**src/rtl/vga_sync_gen_pkg.sv**
```systemverilog
// Shared VGA timing constants and small decode helpers for the sync generator
// and the downstream renderer (default 640x480@60 from a 100 MHz board clock).
package vga_sync_gen_pkg;

   // Counter width for both pixel and line counters
   localparam int CNT_W = 10;
   // Largest line or frame total the counters can represent
   localparam int CNT_MAX = 1 << CNT_W;

   // Legal range of board clocks per pixel
   localparam int DIV_MIN = 1;
   localparam int DIV_MAX = 16;

   // Default 640x480@60 timing, horizontal in pixels
   localparam int DEF_CLK_DIV  = 4;
   localparam int DEF_H_ACTIVE = 640;
   localparam int DEF_H_FP     = 16;
   localparam int DEF_H_SYNC   = 96;
   localparam int DEF_H_BP     = 48;

   // Default vertical timing, in lines
   localparam int DEF_V_ACTIVE = 480;
   localparam int DEF_V_FP     = 10;
   localparam int DEF_V_SYNC   = 2;
   localparam int DEF_V_BP     = 33;

   // Sync pulses are active-low on a standard VGA monitor
   localparam bit DEF_SYNC_POL = 1'b0;

   // Derived defaults (800 pixels per line, 525 lines per frame)
   localparam int DEF_H_TOTAL = DEF_H_ACTIVE + DEF_H_FP + DEF_H_SYNC + DEF_H_BP;
   localparam int DEF_V_TOTAL = DEF_V_ACTIVE + DEF_V_FP + DEF_V_SYNC + DEF_V_BP;

   // Registered decode bundle that travels alongside the counters
   typedef struct packed {
      logic active;
      logic hs;
      logic vs;
   } sync_flags_t;

   // Total length of a line or frame from its four segments
   function automatic int seg_total(input int active, input int fp,
                                    input int sync_w, input int bp);
      return active + fp + sync_w + bp;
   endfunction

   // Half-open window test lo <= pos < hi; done in int so a window ending
   // exactly at CNT_MAX does not wrap
   function automatic logic in_window(input int pos, input int lo, input int hi);
      return (pos >= lo) && (pos < hi);
   endfunction

   // Map an asserted/deasserted sync state onto the pin level
   function automatic logic sync_level(input logic asserted, input logic pol);
      return asserted ? pol : ~pol;
   endfunction

endpackage

```
**src/rtl/vga_sync_gen_pix_clk_en.sv**
```systemverilog
// Pixel-rate enable: divides the board clock by CLK_DIV and emits a single
// board-clock pulse once per pixel period. With CLK_DIV=1 the enable is high
// on every cycle after reset release.
module vga_sync_gen_pix_clk_en
   import vga_sync_gen_pkg::*;
#(
   parameter int CLK_DIV = DEF_CLK_DIV
) (
   input  logic clk,
   input  logic rst_n,
   output logic pix_en
);

   localparam int DIV_W = (CLK_DIV > 1) ? $clog2(CLK_DIV) : 1;
   localparam logic [DIV_W-1:0] DIV_LAST = DIV_W'(CLK_DIV - 1);

   // Reject divider settings outside the supported range at elaboration
   generate
      if ((CLK_DIV < DIV_MIN) || (CLK_DIV > DIV_MAX)) begin : g_bad_div
         $error("vga_sync_gen_pix_clk_en: CLK_DIV out of range 1..16");
      end
   endgenerate

   logic [DIV_W-1:0] div_reg;
   logic [DIV_W-1:0] div_next;
   logic             pix_en_reg;

   // Divider count 0..CLK_DIV-1, wrapping
   always_comb begin
      div_next = div_reg + DIV_W'(1);
      if (div_reg == DIV_LAST) begin
         div_next = '0;
      end
   end

   // Enable is registered from the next count so it is high exactly while
   // the divider sits at its last value (and never during reset)
   always_ff @(posedge clk or negedge rst_n) begin
      if (!rst_n) begin
         div_reg    <= '0;
         pix_en_reg <= 1'b0;
      end else begin
         div_reg    <= div_next;
         pix_en_reg <= (div_next == DIV_LAST);
      end
   end

   assign pix_en = pix_en_reg;

endmodule

```
**src/rtl/vga_sync_gen.sv**
```systemverilog
// VGA raster timing generator: pixel enable, pixel/line counters, sync pulses,
// active-area flag and line/frame start strobes. All decoded outputs are
// registered from the next counter values so they line up with O_x/O_y.
module vga_sync_gen
   import vga_sync_gen_pkg::*;
#(
   parameter int CLK_DIV  = DEF_CLK_DIV,
   parameter int H_ACTIVE = DEF_H_ACTIVE,
   parameter int H_FP     = DEF_H_FP,
   parameter int H_SYNC   = DEF_H_SYNC,
   parameter int H_BP     = DEF_H_BP,
   parameter int V_ACTIVE = DEF_V_ACTIVE,
   parameter int V_FP     = DEF_V_FP,
   parameter int V_SYNC   = DEF_V_SYNC,
   parameter int V_BP     = DEF_V_BP,
   parameter bit SYNC_POL = DEF_SYNC_POL
) (
   input  logic             I_clk,
   input  logic             I_rst_n,
   output logic             O_pix_en,
   output logic [CNT_W-1:0] O_x,
   output logic [CNT_W-1:0] O_y,
   output logic             O_active,
   output logic             O_hs,
   output logic             O_vs,
   output logic             O_line_start,
   output logic             O_frame_start
);

   localparam int H_TOTAL = seg_total(H_ACTIVE, H_FP, H_SYNC, H_BP);
   localparam int V_TOTAL = seg_total(V_ACTIVE, V_FP, V_SYNC, V_BP);

   localparam int H_SYNC_START = H_ACTIVE + H_FP;
   localparam int H_SYNC_END   = H_SYNC_START + H_SYNC;
   localparam int V_SYNC_START = V_ACTIVE + V_FP;
   localparam int V_SYNC_END   = V_SYNC_START + V_SYNC;

   localparam logic [CNT_W-1:0] H_LAST = CNT_W'(H_TOTAL - 1);
   localparam logic [CNT_W-1:0] V_LAST = CNT_W'(V_TOTAL - 1);

   // Both totals must fit the 10-bit counters
   localparam int TOTALS [2] = '{H_TOTAL, V_TOTAL};

   genvar gi;
   generate
      for (gi = 0; gi < 2; gi++) begin : g_total_check
         if ((TOTALS[gi] > CNT_MAX) || (TOTALS[gi] < 1)) begin : g_bad_total
            $error("vga_sync_gen: line/frame total does not fit the counters");
         end
      end
   endgenerate

   logic             pix_en;
   logic [CNT_W-1:0] x_reg;
   logic [CNT_W-1:0] x_next;
   logic [CNT_W-1:0] y_reg;
   logic [CNT_W-1:0] y_next;
   logic             line_wrap;
   logic             frame_wrap;
   sync_flags_t      flags_reg;
   sync_flags_t      flags_next;
   logic             line_start_reg;
   logic             frame_start_reg;

   vga_sync_gen_pix_clk_en #(
      .CLK_DIV (CLK_DIV)
   ) u_pix_clk_en (
      .clk    (I_clk),
      .rst_n  (I_rst_n),
      .pix_en (pix_en)
   );

   // Next raster position: advance one pixel per tick, wrap line then frame
   always_comb begin
      x_next     = x_reg;
      y_next     = y_reg;
      line_wrap  = pix_en && (x_reg == H_LAST);
      frame_wrap = line_wrap && (y_reg == V_LAST);
      if (pix_en) begin
         if (line_wrap) begin
            x_next = '0;
            if (y_reg == V_LAST) begin
               y_next = '0;
            end else begin
               y_next = y_reg + CNT_W'(1);
            end
         end else begin
            x_next = x_reg + CNT_W'(1);
         end
      end
   end

   // Decode active area and sync windows from the next position; vertical
   // sync covers whole lines, blanking pixels included
   always_comb begin
      flags_next.active = (int'(x_next) < H_ACTIVE) && (int'(y_next) < V_ACTIVE);
      flags_next.hs     = sync_level(in_window(int'(x_next), H_SYNC_START, H_SYNC_END),
                                     SYNC_POL);
      flags_next.vs     = sync_level(in_window(int'(y_next), V_SYNC_START, V_SYNC_END),
                                     SYNC_POL);
   end

   // Raster position registers; reset restarts the frame at (0,0)
   always_ff @(posedge I_clk or negedge I_rst_n) begin
      if (!I_rst_n) begin
         x_reg <= '0;
         y_reg <= '0;
      end else begin
         x_reg <= x_next;
         y_reg <= y_next;
      end
   end

   // Decoded flags registered alongside the counters so there is no skew;
   // reset values match position (0,0)
   always_ff @(posedge I_clk or negedge I_rst_n) begin
      if (!I_rst_n) begin
         flags_reg.active <= 1'b1;
         flags_reg.hs     <= ~SYNC_POL;
         flags_reg.vs     <= ~SYNC_POL;
      end else begin
         flags_reg <= flags_next;
      end
   end

   // Start strobes: high for the one cycle in which the wrapped position is
   // first presented; the reset-time (0,0) is not a wrap so nothing pulses
   always_ff @(posedge I_clk or negedge I_rst_n) begin
      if (!I_rst_n) begin
         line_start_reg  <= 1'b0;
         frame_start_reg <= 1'b0;
      end else begin
         line_start_reg  <= line_wrap;
         frame_start_reg <= frame_wrap;
      end
   end

   assign O_pix_en      = pix_en;
   assign O_x           = x_reg;
   assign O_y           = y_reg;
   assign O_active      = flags_reg.active;
   assign O_hs          = flags_reg.hs;
   assign O_vs          = flags_reg.vs;
   assign O_line_start  = line_start_reg;
   assign O_frame_start = frame_start_reg;

endmodule

```
**config.mk**
```make
export PLATFORM = sky130hd
export DESIGN_NAME = vga_sync_gen
export DESIGN_NICKNAME = d
export VERILOG_FILES = /design/src/rtl/vga_sync_gen_pkg.sv /design/src/rtl/vga_sync_gen_pix_clk_en.sv /design/src/rtl/vga_sync_gen.sv
export SDC_FILE = /design/constraint.sdc
export NUM_CORES = 1
export LEC_CHECK = 0
export BUFFER_PORTS_ARGS = -buffer_cell sky130_fd_sc_hd__buf_2
export CAP_MARGIN = 15
export CORE_UTILIZATION = 57
export DETAILED_ROUTE_END_ITERATION = 7
export PLACE_DENSITY = 0.84
export SYNTH_ARGS = -nofsm -noshare
export SYNTH_HDL_FRONTEND = slang
export SYNTH_HIERARCHICAL = 1
export SYNTH_SLANG_ARGS = --single-unit
```
**constraint.sdc**
```tcl
create_clock -name I_clk -period 6.09 [get_ports I_clk]
set_clock_uncertainty 0.2 [all_clocks]
set_input_delay 1.218 -clock I_clk [delete_from_list [all_inputs] [get_ports I_clk]]
set_output_delay 1.218 -clock I_clk [all_outputs]
set_load 0.01 [all_outputs]
```
# == Yosys cells after proc, flatten, opt, wreduce, memory -nomap -nowiden ==
# Cells that the tools add are included.
# totals
latch_bits,0
mem_count,0
inputBits,2
reg_bits,28
ram_bits,0
elab_cells,35
out_inout_bits,26
romBits,0
# op_classes
addsub,3
n_bitwise,0
n_div,0
mul,0
eq_ne,4
reduce_logical,5
shift,0
order_cmp,6
muxes,8
# ops
op,n
10-bit 2-to-1 mux,5
"10-bit by 1-bit adder with 10-bit output, second input constant",2
"10-bit == test, second input constant",2
"10-bit less-than comparator, second input constant",2
"10-bit by 9-bit less-than comparator with 1-bit output, second input constant",2
"10-bit >= comparator, second input constant",1
"10-bit by 9-bit >= comparator with 1-bit output, second input constant",1
1-bit logical AND,5
"2-bit == test, second input constant",2
"2-bit by 1-bit adder with 2-bit output, second input constant",1
1-bit 2-to-1 mux,2
2-bit 2-to-1 mux,1

# == Longest topological paths before layout ==
# Gate-level depths: netlist (run 1).
# logic_depth
depth_word,7
ltp_mapped,8
ltp_nobuf,7

# == Cells and area by module ==
# Netlist (run 1), hierarchy kept.
# by_module_without_submodules
module,cells_per_inst,seq_area_each_um2,area_per_inst_um2,n_inst
vga_sync_gen,142,629.4,1365.1,1
vga_sync_gen_pix_clk_en,8,75.1,111.4,1

# == Worst setup path after synthesis (run 1) ==
# No wires, ideal clock.
# synth_timing
path_kind,register to register
start,register x_reg[0] (netlist: O_x[0])
end,"register flags_reg, in the netlist O_vs"
setup_slack_ns,3.554
path_buffers,1
path_stages_with_launch,8
synth_period_minus_slack_ns,2.536
t_arrival_ns,2.242
required_time_ns,5.796
setup_ns,0.094
cell_sequence,dfrtp_1 -> ha_1 -> nand3_1 -> or4_4 -> buf_6 -> nor4_2 -> a31oi_1 -> or4b_1
# synth_lines
element,line_no,source
from (decl),vga_sync_gen.sv:54,logic [CNT_W-1:0] x_reg;
from (signal assigned),vga_sync_gen.sv:109,x_reg <= x_next;
to (signal assigned),vga_sync_gen.sv:122,flags_reg <= flags_next;
to (decl),vga_sync_gen.sv:60,sync_flags_t flags_reg;

==> impl_results.md, run 1 <==
- Via Count: 1173
- Post-DR wirelength/cell: around 15 µm
- Synth async-reset ratio: 100%
- Syn. warnings: 6
- Worst Max-Slew Pin Slew: 0.604 ns
- Grt total ovfl: 0
- Family with the most delay on the worst path: simple AND/OR/NAND/NOR gates
- Sink Count: 28
- Mean Syn Cell Area: 9.84 µm²
- Endpoints failing hold: 0
- Slew Viols, Final: 0
- Critical path type: flip-flop to flip-flop
- Core Area: between 2000 and 2500 µm²
- CP max-delay cell: or4_4
- Main combinational cell family by area after synthesis: simple AND/OR/NAND/NOR gates
- Die W: 52.9 µm
- Initial antenna violation count: 0
- Mapped Cells: 150
- CTS Buffer Depth: 2
- Final setup viols: 0
- Crit-path max cell delay: 0.65 ns
- RSZ-0062 raised after global routing: false
- Post-DP HPWL: 2.21 mm
- Synthesized-area fraction occupied by adder cells: 4.24%
- Peak supply drop: 0.124 mV
- Seq cells post-synth: 28
- Post-synth EDFFs: 0
- Dpl ws: between 3 and 4 ns
- Post-synthesis mux area share: 2.20%
- Simple-gate share of the synthesized area: about a quarter
- Critical Path Fanout Max: 15
- Psw: 0.0543 mW
- Starting Density: between 60% and 70%
- Setup TNS: 0 ns
- Port-buffer cells: 27
- Ports: 28
- Antenna-violating nets left: 0
- Top cells by count, synth: dfrtp_1 (25), nand2_1 (13), inv_1 (11)
- Sequential share of the synthesized area: 47.7%
- Synth Area in Compound Gates: 9.83%
- Crit path time final: approximately 2.8 ns
- Initial drt markers: 47
- Nets: about 180
- Cts hold-fix bufs: 0
- Bufs and invs on worst path: 1
- Post-CTS sizing: 0
- Distinct cell type count after synthesis: 42
- Required time of the critical path: 6.14 ns
- First-pass GRT wire length: approximately 4.8 mm
- Startpoint Class: flip-flop
- Xor/xnor cell area share of the yosys netlist: under 10%
- Placer congestion estimate: around 0.9
- Post-Layout Cell Count: approximately 200
- Synth area leader: dfrtp_1
- Pwr Total: 0.266 mW
- # rows: 18
- Die Area: 2800 µm²
- Largest net degree at the start of global routing: 29
- Total CTS buffers: 3
- Fmax: 358 MHz
- Vias in the first global route: 1050
- Vias per cell: 5.75
- Synth top area cells: dfrtp_1 (42%), dfstp_2 (5.3%), xnor2_1 (4.7%)
- Antenna diodes: 0
- CTS tree: yes
- Final WS setup: 3.29 ns
- Initial DRT Pass Iterations: 4
- Top-count cell post-synth: dfrtp_1
- Worst Setup End Kind: flip-flop
- H-tree Lvls: 1
- Leak pwr: between 0.7 and 0.8 nW
- Clock-pin slew on the worst setup and hold paths: 0.14 ns
- Max Cap Viol: 0
- Height of the chip: around 53 µm
- Post-synth top flop: dfrtp_1
- Syn Nets: 157
- Slew Limit Headroom: between 50% and 60%
- CTS root buf: clkbuf_4
- Sw Share: 20.4%
- Fin crit share: 45.9%
- Share of cells above drive strength 1: 23.6%
- Clock Power Share: 28.8%
- PwrDens: roughly 160 nW/µm²
- Hold Crit Class: flip-flop to flip-flop
- Status: completed
- Area delta synth->final: 10.8%
- Worst Path Arrival: ~2.9 ns
- Clock network latency to the later pin of the worst-skew pair: 0.31 ns
- Post-synth top area share: 42.4%
- Cells along the critical path: ha_1, nand3_1, or4_4, inv_2, mux2i_1, nand2b_1, or4b_1
- Total routed wirelength: 3.05 mm
- Placed insts: 200
- Setup bufs post-CTS: 0
- Post-route DRC violation count: 0
- Seq pwr share: between 60% and 70%
- Cell Area, Synth: roughly 1500 µm²
- Gate power share: 1.3%
- Internal power: about 0.21 mW
- GRT Total Usage: 24.1%
[metal layers]
| metal | global-route usage, % | part of all wire [%] | vias up | wire [µm] |
|---|---|---|---|---|
| li1 | - | - | 572 | - |
| met1 | 31.5 | 47 | 557 | 1420 |
| met2 | 38.8 | 48 | 38 | 1470 |
| met3 | 4.02 | 3.6 | 6 | 111 |
| met4 | 10.5 | 1.7 | 0 | 51 |
| met5 | 0 | 0 | - | 0 |
[metrics by stage]
stage | utilization [%] | instance area, µm² | hold WS, ns
3_5_place_dp | 65.5 | 1610 | 0.249
5_1_grt | 66.6 | 1640 | 0.289
2_1_floorplan | - | 1480 | 0.222
6_report | 66.6 | 1640 | 0.261
4_1_cts | 66.6 | 1640 | 0.268
3_3_place_gp | 65.5 | 1610 | 0.234
[worst paths after layout]
kind / start / end / slack, ns / cells past startpoint
setup / recovery: O_x[0] / O_vs / 3.29 / 7
hold / removal: u_pix_clk_en/div_reg[0] / u_pix_clk_en/div_reg[0] / 0.26 / 1
setup reg to reg: O_x[0] / O_vs / 3.29 / 7
hold reg to reg: u_pix_clk_en/div_reg[0] / u_pix_clk_en/div_reg[0] / 0.26 / 1
max in group asynchronous: I_rst_n / O_y[6] / 4.62 / 1
min in group asynchronous: I_rst_n / O_y[4] / 0.69 / 1
[kinds of logic after synthesis]
family,Yosys count
buf+inv,19
compound gates,23
simple gates,62
xor+xnor,10
mux,3
flops,28
fa+ha+maj,5
[cell type report]
type	count	area, µm²
tap	30	37.5
inverter	12	45.0
clock buffer	4	26.3
sequential	28	704
multi-input combinational	103	687
timing repair buffer	27	135
fill	206	820
[cell usage in the layout (no fill, tap or decap), types with 2 or more instances in the layout]
cell type,Yosys,layout
o21ai_0,9,9
inv_1,11,11
nand4b_1,3,3
nor3_1,4,4
nand3_1,10,10
nand2_1,13,13
ha_1,5,5
mux2_2,2,2
o21bai_1,2,2
buf_2,2,27
dfstp_2,3,3
clkbuf_4,0,3
xor2_1,2,2
dfrtp_1,25,25
nand2b_1,3,3
a21oi_1,3,3
xnor2_1,8,8
nor2_1,9,9
o31ai_1,3,3
nand4_1,7,7
or3_1,2,2
[worst register-to-register path, stage by stage, from the launching register on]
cell and delay [ns]:
dfrtp_1 0.44, ha_1 0.24, nand3_1 0.15, or4_4 0.65, inv_2 0.24, mux2i_1 0.28
nand2b_1 0.07, or4b_1 0.46
[power by group through the flow]
| stage | clock (mW) | sequential [mW] | combinational [mW] |
|---|---|---|---|
| 6_report | 0.0766 | 0.186 | 0.00359 |
| 5_1_grt | 0.0858 | 0.186 | 0.00445 |
| 4_1_cts | 0.0800 | 0.186 | 0.00387 |
| 3_5_place_dp | 0 | 0.189 | 0.00388 |
| 3_3_place_gp | 0 | 0.189 | 0.00374 |
| 2_1_floorplan | 0 | 0.190 | 0.000000264 |
Note: power is estimated with default switching activity, not from simulation.
==> inputs of run 2 (changes only) <==
CORE_UTILIZATION = 49   (was 57)
PLACE_DENSITY = 0.77   (was 0.84)
clock period = 2.3 ns   (was 6.09 ns; I/O delays follow)
==> impl_results.md, run 2 (synthesis results as in run 1) <==
- Share of cells above drive strength 1: 44.4% (+21 points)
- Die W: 56.9 µm (+7.6%)
- Worst Path Arrival: 2.58 ns (-0.27 ns)
- Post-DP HPWL: 2.65 mm (+20%)
- Hold path start: u_pix_clk_en/div_reg[0]
- Final WS setup: -0.203 ns (-3.50 ns)
- Slew Viols, Final: 0 (unchanged)
- Clock network latency to the later pin of the worst-skew pair: 0.34 ns (+0.03 ns)
- Post-Layout Cell Count: 245 (+20%)
- Port-buffer cells: 27 (unchanged)
- CTS Buffer Depth: 2 (unchanged)
- Area delta synth->final: 40.2%
- H-tree Lvls: 1 (unchanged)
- Initial DRT Pass Iterations: 6 (+2)
- Height of the chip: 56.9 µm (+7.6%)
- Hold depth: 1 (unchanged)
- Max Cap Viol: 0 (unchanged)
- WHS: 0.258 ns (-0.00231 ns)
- Ports: 28 (unchanged)
- Cells along the critical path: or3b_1, or4_4, inv_4, mux2i_4, nand2b_1, or4b_1
- Core Area: 2810 µm² (+14%)
- Pwr Total: 0.831 mW (+210%)
- Placed insts: 234 (+17%)
- Placer congestion estimate: 0.878 (-0.67%)
- # rows: 19 (+1)
- Vias in the first global route: 1277 (+22%)
- GRT Total Usage: 23.9% (-0.17 points)
- Post-DR wirelength/cell: 14.6 µm (-2.1%)
- Fmax: 400 MHz (+12%)
- First-pass GRT wire length: 5.84 mm (+21%)
- Initial antenna violation count: 0 (unchanged)
- Startpoint Class: flip-flop
- Leading cell type in the layout, fill and taps excluded: buf_4
- Nets: 222 (+22%)
- Worst Setup End Kind: flip-flop
- Post-route DRC violation count: 2 (+2)
- Final setup viols: 2 (+2)
- Failing checks: design-rule violations, negative setup slack
- Family with the most delay on the worst path: simple AND/OR/NAND/NOR gates
- Antenna-violating nets left: 0 (unchanged)
- Most frequent cells in the layout: buf_4 (35), buf_2 (27), dfrtp_1 (23)
- Via Count: 1354 (+15%)
- Crit path time final: 2.50 ns (-0.294 ns)
- Bufs and invs on worst path: 1 (unchanged)
- Clock-pin slew on the worst setup and hold paths: 0.15 ns (about the same)
- Peak supply drop: 0.405 mV (+230%)
- CP max-delay cell: or4_4
- Sink Count: 28 (unchanged)
- Total routed wirelength: 3.58 mm (+18%)
- Hold Crit Class: flip-flop to flip-flop
- Worst Max-Slew Pin Slew: 0.633 ns (+0.0298 ns)
- CTS tree: yes
- Placement Cell Area: 1860 µm² (+16%)
- Reg-to-reg endpoint: O_vs
- Largest net degree at the start of global routing: 29 (unchanged)
- Critical Path Fanout Max: 4 (-11)
- Starting Density: 52.6% (-7.5 points)
- PwrDens: 402 nW/µm² (+150%)
- Endpoints failing hold: 0 (unchanged)
- CTS root buf: clkbuf_4
- R2R Path Start: O_x[7]
- RSZ-0062 raised after global routing: true
- Total CTS buffers: 3 (unchanged)
- Critical path type: flip-flop to flip-flop
- Flop2flop setup slack: -0.20 ns (-3.50 ns)
- Final core occ: 73.8% (+7.2 points)
- Status: finished, violations left
- Antenna diodes: 0 (unchanged)
- Leak pwr: 0.995 nW (+32%)
- Final Cell Area: 2070 µm² (+27%)
- Slew Limit Headroom: 57.8% (-2.0 points)
- R2R depth: 6 (-1)
- Crit-path max cell delay: 0.54 ns (-0.11 ns)
- Endpoint of the worst hold path: u_pix_clk_en/div_reg[0]
- Initial drt markers: 58 (+23%)
- Grt total ovfl: 0 (unchanged)
- Die Area: 3240 µm² (+16%)
- Vias per cell: 5.53 (-3.9%)
- Fin crit share: 109% (+63 points)
- Required time of the critical path: 2.37 ns (-3.77 ns)
[run 2: cell count changes in the layout (fill, tap and decap cells not counted), sizes merged]
cell / delta
bufinv: +1
buf: +39
dlygate4sd3: +1
clkbuf: -1
[run 2: through the flow]
step,TNS (ns),worst slack [ns]
after global placement,-0.187,-0.162
final,-0.274,-0.203
after detailed placement,-0.328,-0.246
after floorplan,-0.166,-0.166
after CTS,-0.200,-0.200
after global routing,-0.598,-0.288
[run 2: what timing repair did]
action | 4_1_cts | 5_1_grt
setup endpoints to repair | 3 | 5
hold buffers | 1 | 0
resized for setup | 5 | 16
pin swaps | 2 | 4
setup buffers | 4 | 2
endpoints found under the hold margin | 25 | 0
[run 2: metal layers]
metal / share of wire [%] / vias up / GRT usage [%]
met3: 2.8 / 4 / 2.76
met4: 1.5 / 0 / 8.36
met2: 51 / 27 / 42.5
met5: 0 / - / 0
li1: - / 652 / -
met1: 44 / 671 / 29.7
[run 2: worst reg2reg max path, delay by kind of cell, from the launching register on]
family        cells  cell delay, ns
simple gates      4            1.46
mux               1            0.23
buf+inv           1            0.11
flops             1            0.45
[run 2: report_power, final]
part | internal, mW | total [mW] | switching [mW]
Sequential | 0.493 | 0.493 | 0
Combinational | 0.00170 | 0.0112 | 0.00951
Clock | 0.176 | 0.328 | 0.151
Total | 0.671 | 0.831 | 0.161
[run 2: worst max-delay path by stage]
| stage | from | end | slack, ns | cells after the start |
|---|---|---|---|---|
| finish | O_x[7] | O_vs | -0.20 | 6 |
| global route | O_x[7] | O_vs | -0.29 | 6 |
| CTS | O_x[7] | O_vs | -0.20 | 6 |
| detailed placement | O_x[7] | O_vs | -0.25 | 5 |
| global placement | O_x[7] | O_vs | -0.16 | 6 |
| floorplan | O_y[1] | O_vs | -0.17 | 7 |
[run 2: cell type report]
cell class	count	area, µm²
multi-input combinational	103	771
fill	230	736
sequential	28	707
timing repair buffer	67	453
inverter	12	47.5
tap	31	38.8
clock inverter	1	30.0
clock buffer	3	22.5
==> inputs of run 3 (changes only) <==
ABC_AREA = 1   (was unset)
CORE_UTILIZATION = 35   (was 49)
PLACE_DENSITY = 0.58   (was 0.77)
==> impl_results.md, run 3 <==
- Worst Path Arrival: 1.97 ns (-0.61 ns)
- Placed insts: 332 (+42%)
- Grt peak-use layer: met2
- Leading cell type in the layout, fill and taps excluded: nand2_1
- Placer congestion estimate: 0.842 (-4.0%)
- Initial DRT Pass Iterations: 4 (-2)
- CTS tree: yes
- Post-CTS sizing: 0 (-5)
- Share of cells above drive strength 1: 24.9% (-19 points)
- Sink Count: 28 (unchanged)
- Mapped Cells: 238 (+59%)
- WHS: -0.00997 ns (-0.268 ns)
- GRT met3 Usage: 1.93% (-0.83 points)
- Post-route DRC violation count: 0 (-2)
- Crit path time final: 1.96 ns (-0.545 ns)
- Dpl ws: 0.359 ns (+0.605 ns)
- Pwr Total: 0.785 mW (-5.6%)
- Max Cap Viol: 0 (unchanged)
- Final setup viols: 0 (-2)
- Distinct cell type count after synthesis: 28 (-33%)
- Initial drt markers: 79 (+36%)
- Critical path type: flip-flop to flip-flop
- M2 GR Usage: 26.6% (-16 points)
- Final WS setup: 0.343 ns (+0.545 ns)
- Worst Setup End Kind: flip-flop
- CTS root buf: clkbuf_8
- Port-buffer cells: 27 (unchanged)
- Slew Viols, Final: 0 (unchanged)
- Hold Crit Class: primary input to async pin
- Grt total ovfl: 0 (unchanged)
- Post-DR wirelength/cell: 12.1 µm (-17%)
- RSZ-0062 raised after global routing: false
- Fin crit share: 85.1% (-24 points)
- Clock network latency to the later pin of the worst-skew pair: 0.27 ns (-0.07 ns)
- Critical Path Fanout Max: 7 (+3)
- # rows: 25 (+6)
- Endpoints failing hold: 12 (+12)
- Top cells by count, synth: nand2_1 (71), inv_1 (38), nor2_1 (27)
- Top-count cell post-synth: nand2_1
- CP startpoint: O_y[0]
- Synth area leader: dfrtp_1
- GRT met1 Usage: 24.0% (-5.6 points)
- Height of the chip: 72.6 µm (+28%)
- H-tree Lvls: 1 (unchanged)
- Total routed wirelength: 4.06 mm (+13%)
- FILL cells: 537 (+130%)
- Leak pwr: 1.17 nW (+18%)
- Syn Nets: 245 (+56%)
- Setup TNS: 0 ns (+0.274 ns)
- Nets: 277 (+25%)
- Post-synth EDFFs: 0 (unchanged)
- Core Area: 4750 µm² (+69%)
- Ports: 28 (unchanged)
- Vias per cell: 4.44 (-20%)
- Starting Density: 36.7% (-16 points)
- Vias in the first global route: 1444 (+13%)
- Mean Syn Cell Area: 7.33 µm² (-26%)
- Clock-pin slew on the worst setup and hold paths: 0.10 ns (-0.05 ns)
- Area delta synth->final: 14.9%
- Peak supply drop: 0.233 mV (-43%)
- Seq cells post-synth: 28 (unchanged)
- Cts hold-fix bufs: 0 (-1)
- Total CTS buffers: 3 (unchanged)
- Post-synth top area share: 35.9% (-6.5 points)
- GRT Total Usage: 16.7% (-7.2 points)
- Slew Limit Headroom: 57.7% (-0.12 points)
- Startpoint Class: flip-flop
- CTS Buffer Depth: 2 (unchanged)
- Initial antenna violation count: 0 (unchanged)
- Post-DP HPWL: 3.13 mm (+18%)
- Antenna-violating nets left: 0 (unchanged)
- Setup bufs post-CTS: 0 (-4)
- Fmax: 511 MHz (+28%)
- Status: finished, violations left
- Die W: 72.6 µm (+28%)
- Cell Area, Synth: 1740 µm² (+18%)
- Syn. warnings: 6 (unchanged)
- Synth async-reset ratio: 100% (unchanged)
- Largest net degree at the start of global routing: 29 (unchanged)
- Synth top area cells: dfrtp_1 (36%), nand2_1 (15%), inv_1 (8.2%)
- Antenna diodes: 0 (unchanged)
- Most frequent cells in the layout: nand2_1 (71), inv_1 (38), nor2_1 (27), buf_2 (27), dfrtp_1 (25)
- First-pass GRT wire length: 6.78 mm (+16%)
- R2R Path Start: O_y[0]
- Worst Max-Slew Pin Slew: 0.635 ns (+0.00177 ns)
- Failing checks: negative hold slack
- Post-synth top flop: dfrtp_1
- Post-Layout Cell Count: 336 (+37%)
- Via Count: 1493 (+10%)
- PwrDens: 392 nW/µm² (-2.6%)
- Required time of the critical path: 2.32 ns (-0.05 ns)
- Die Area: 5270 µm² (+63%)
- Sequential share of the synthesized area: 40.4% (-7.3 points)
-- run 3: cell types whose count changed in the layout (fill, tap and decap cells not counted), moves of 6 or more --
cell	previous run	this run
inv_2	1	7
nand3_1	10	17
nor2_1	7	27
inv_1	10	38
xnor2_1	8	1
buf_4	35	1
nor2_2	2	8
nand2_1	13	71
-- run 3: worst max-delay path: stages, from the launching register on --
cell and delay [ns]:
dfrtp_1 0.46, ha_1 0.25, nand2_1 0.10, nor2_1 0.17
nand2_1 0.09, nor2_1 0.13, nand2_1 0.07, nand2_1 0.06
nand2_1 0.07, nor2_1 0.10, nand2_1 0.09, inv_1 0.06
nand2_1 0.06
-- run 3: kinds of logic (layout without fill, tap and decap cells) --
| group | count (synthesis) | count (layout) | synth area share [%] |
|---|---|---|---|
| simple gates | 145 | 145 | 40.5 |
| buf+inv | 47 | 78 | 10.7 |
| flops | 28 | 28 | 40.4 |
| compound gates | 11 | 11 | 3.87 |
| xor+xnor | 2 | 2 | 1.00 |
| fa+ha+maj | 5 | 5 | 3.59 |
-- run 3: layer usage --
metal | wire length [µm] | up-vias
li1 | - | 791
met1 | 2090 | 681
met2 | 1830 | 19
met3 | 101 | 2
met4 | 31 | 0
met5 | 0 | -
-- run 3: cell type report --
class / instances / area [µm²] / share of cell area [%]
inverters: 46 / 175 / 8.74
multi-input cells: 163 / 853 / 42.6
well taps: 67 / 83.8 / 4.18
flip-flops and latches: 28 / 704 / 35.1
clock buffers: 4 / 45.0 / 2.25
repair buffers: 28 / 143 / 7.12
-- run 3: per-stage QoR --
step | instance area [µm²] | utilization, %
2_1_floorplan | 1740 | -
3_3_place_gp | 1960 | 41.2
3_5_place_dp | 1960 | 41.2
4_1_cts | 2000 | 42.2
5_1_grt | 2000 | 42.2
6_report | 2000 | 42.2
-- run 3: path summary, 6_finish.rpt --
check	slack [ns]	endpoint	depth (start not counted)
max	0.34	O_vs	12
min	-0.01	O_y[1]	1
max reg2reg	0.34	O_vs	12
min reg2reg	0.25	u_pix_clk_en/div_reg[0]	1
max in group asynchronous	1.49	O_x[7]	1
min in group I_clk	0.25	u_pix_clk_en/div_reg[0]	1
-- run 3: power breakdown --
| group | internal, mW | total, mW | switching (mW) |
|---|---|---|---|
| clock network | 0.124 | 0.283 | 0.158 |
| logic | 0.000609 | 0.00997 | 0.00936 |
| registers | 0.492 | 0.492 | 0 |
| total | 0.617 | 0.785 | 0.168 |
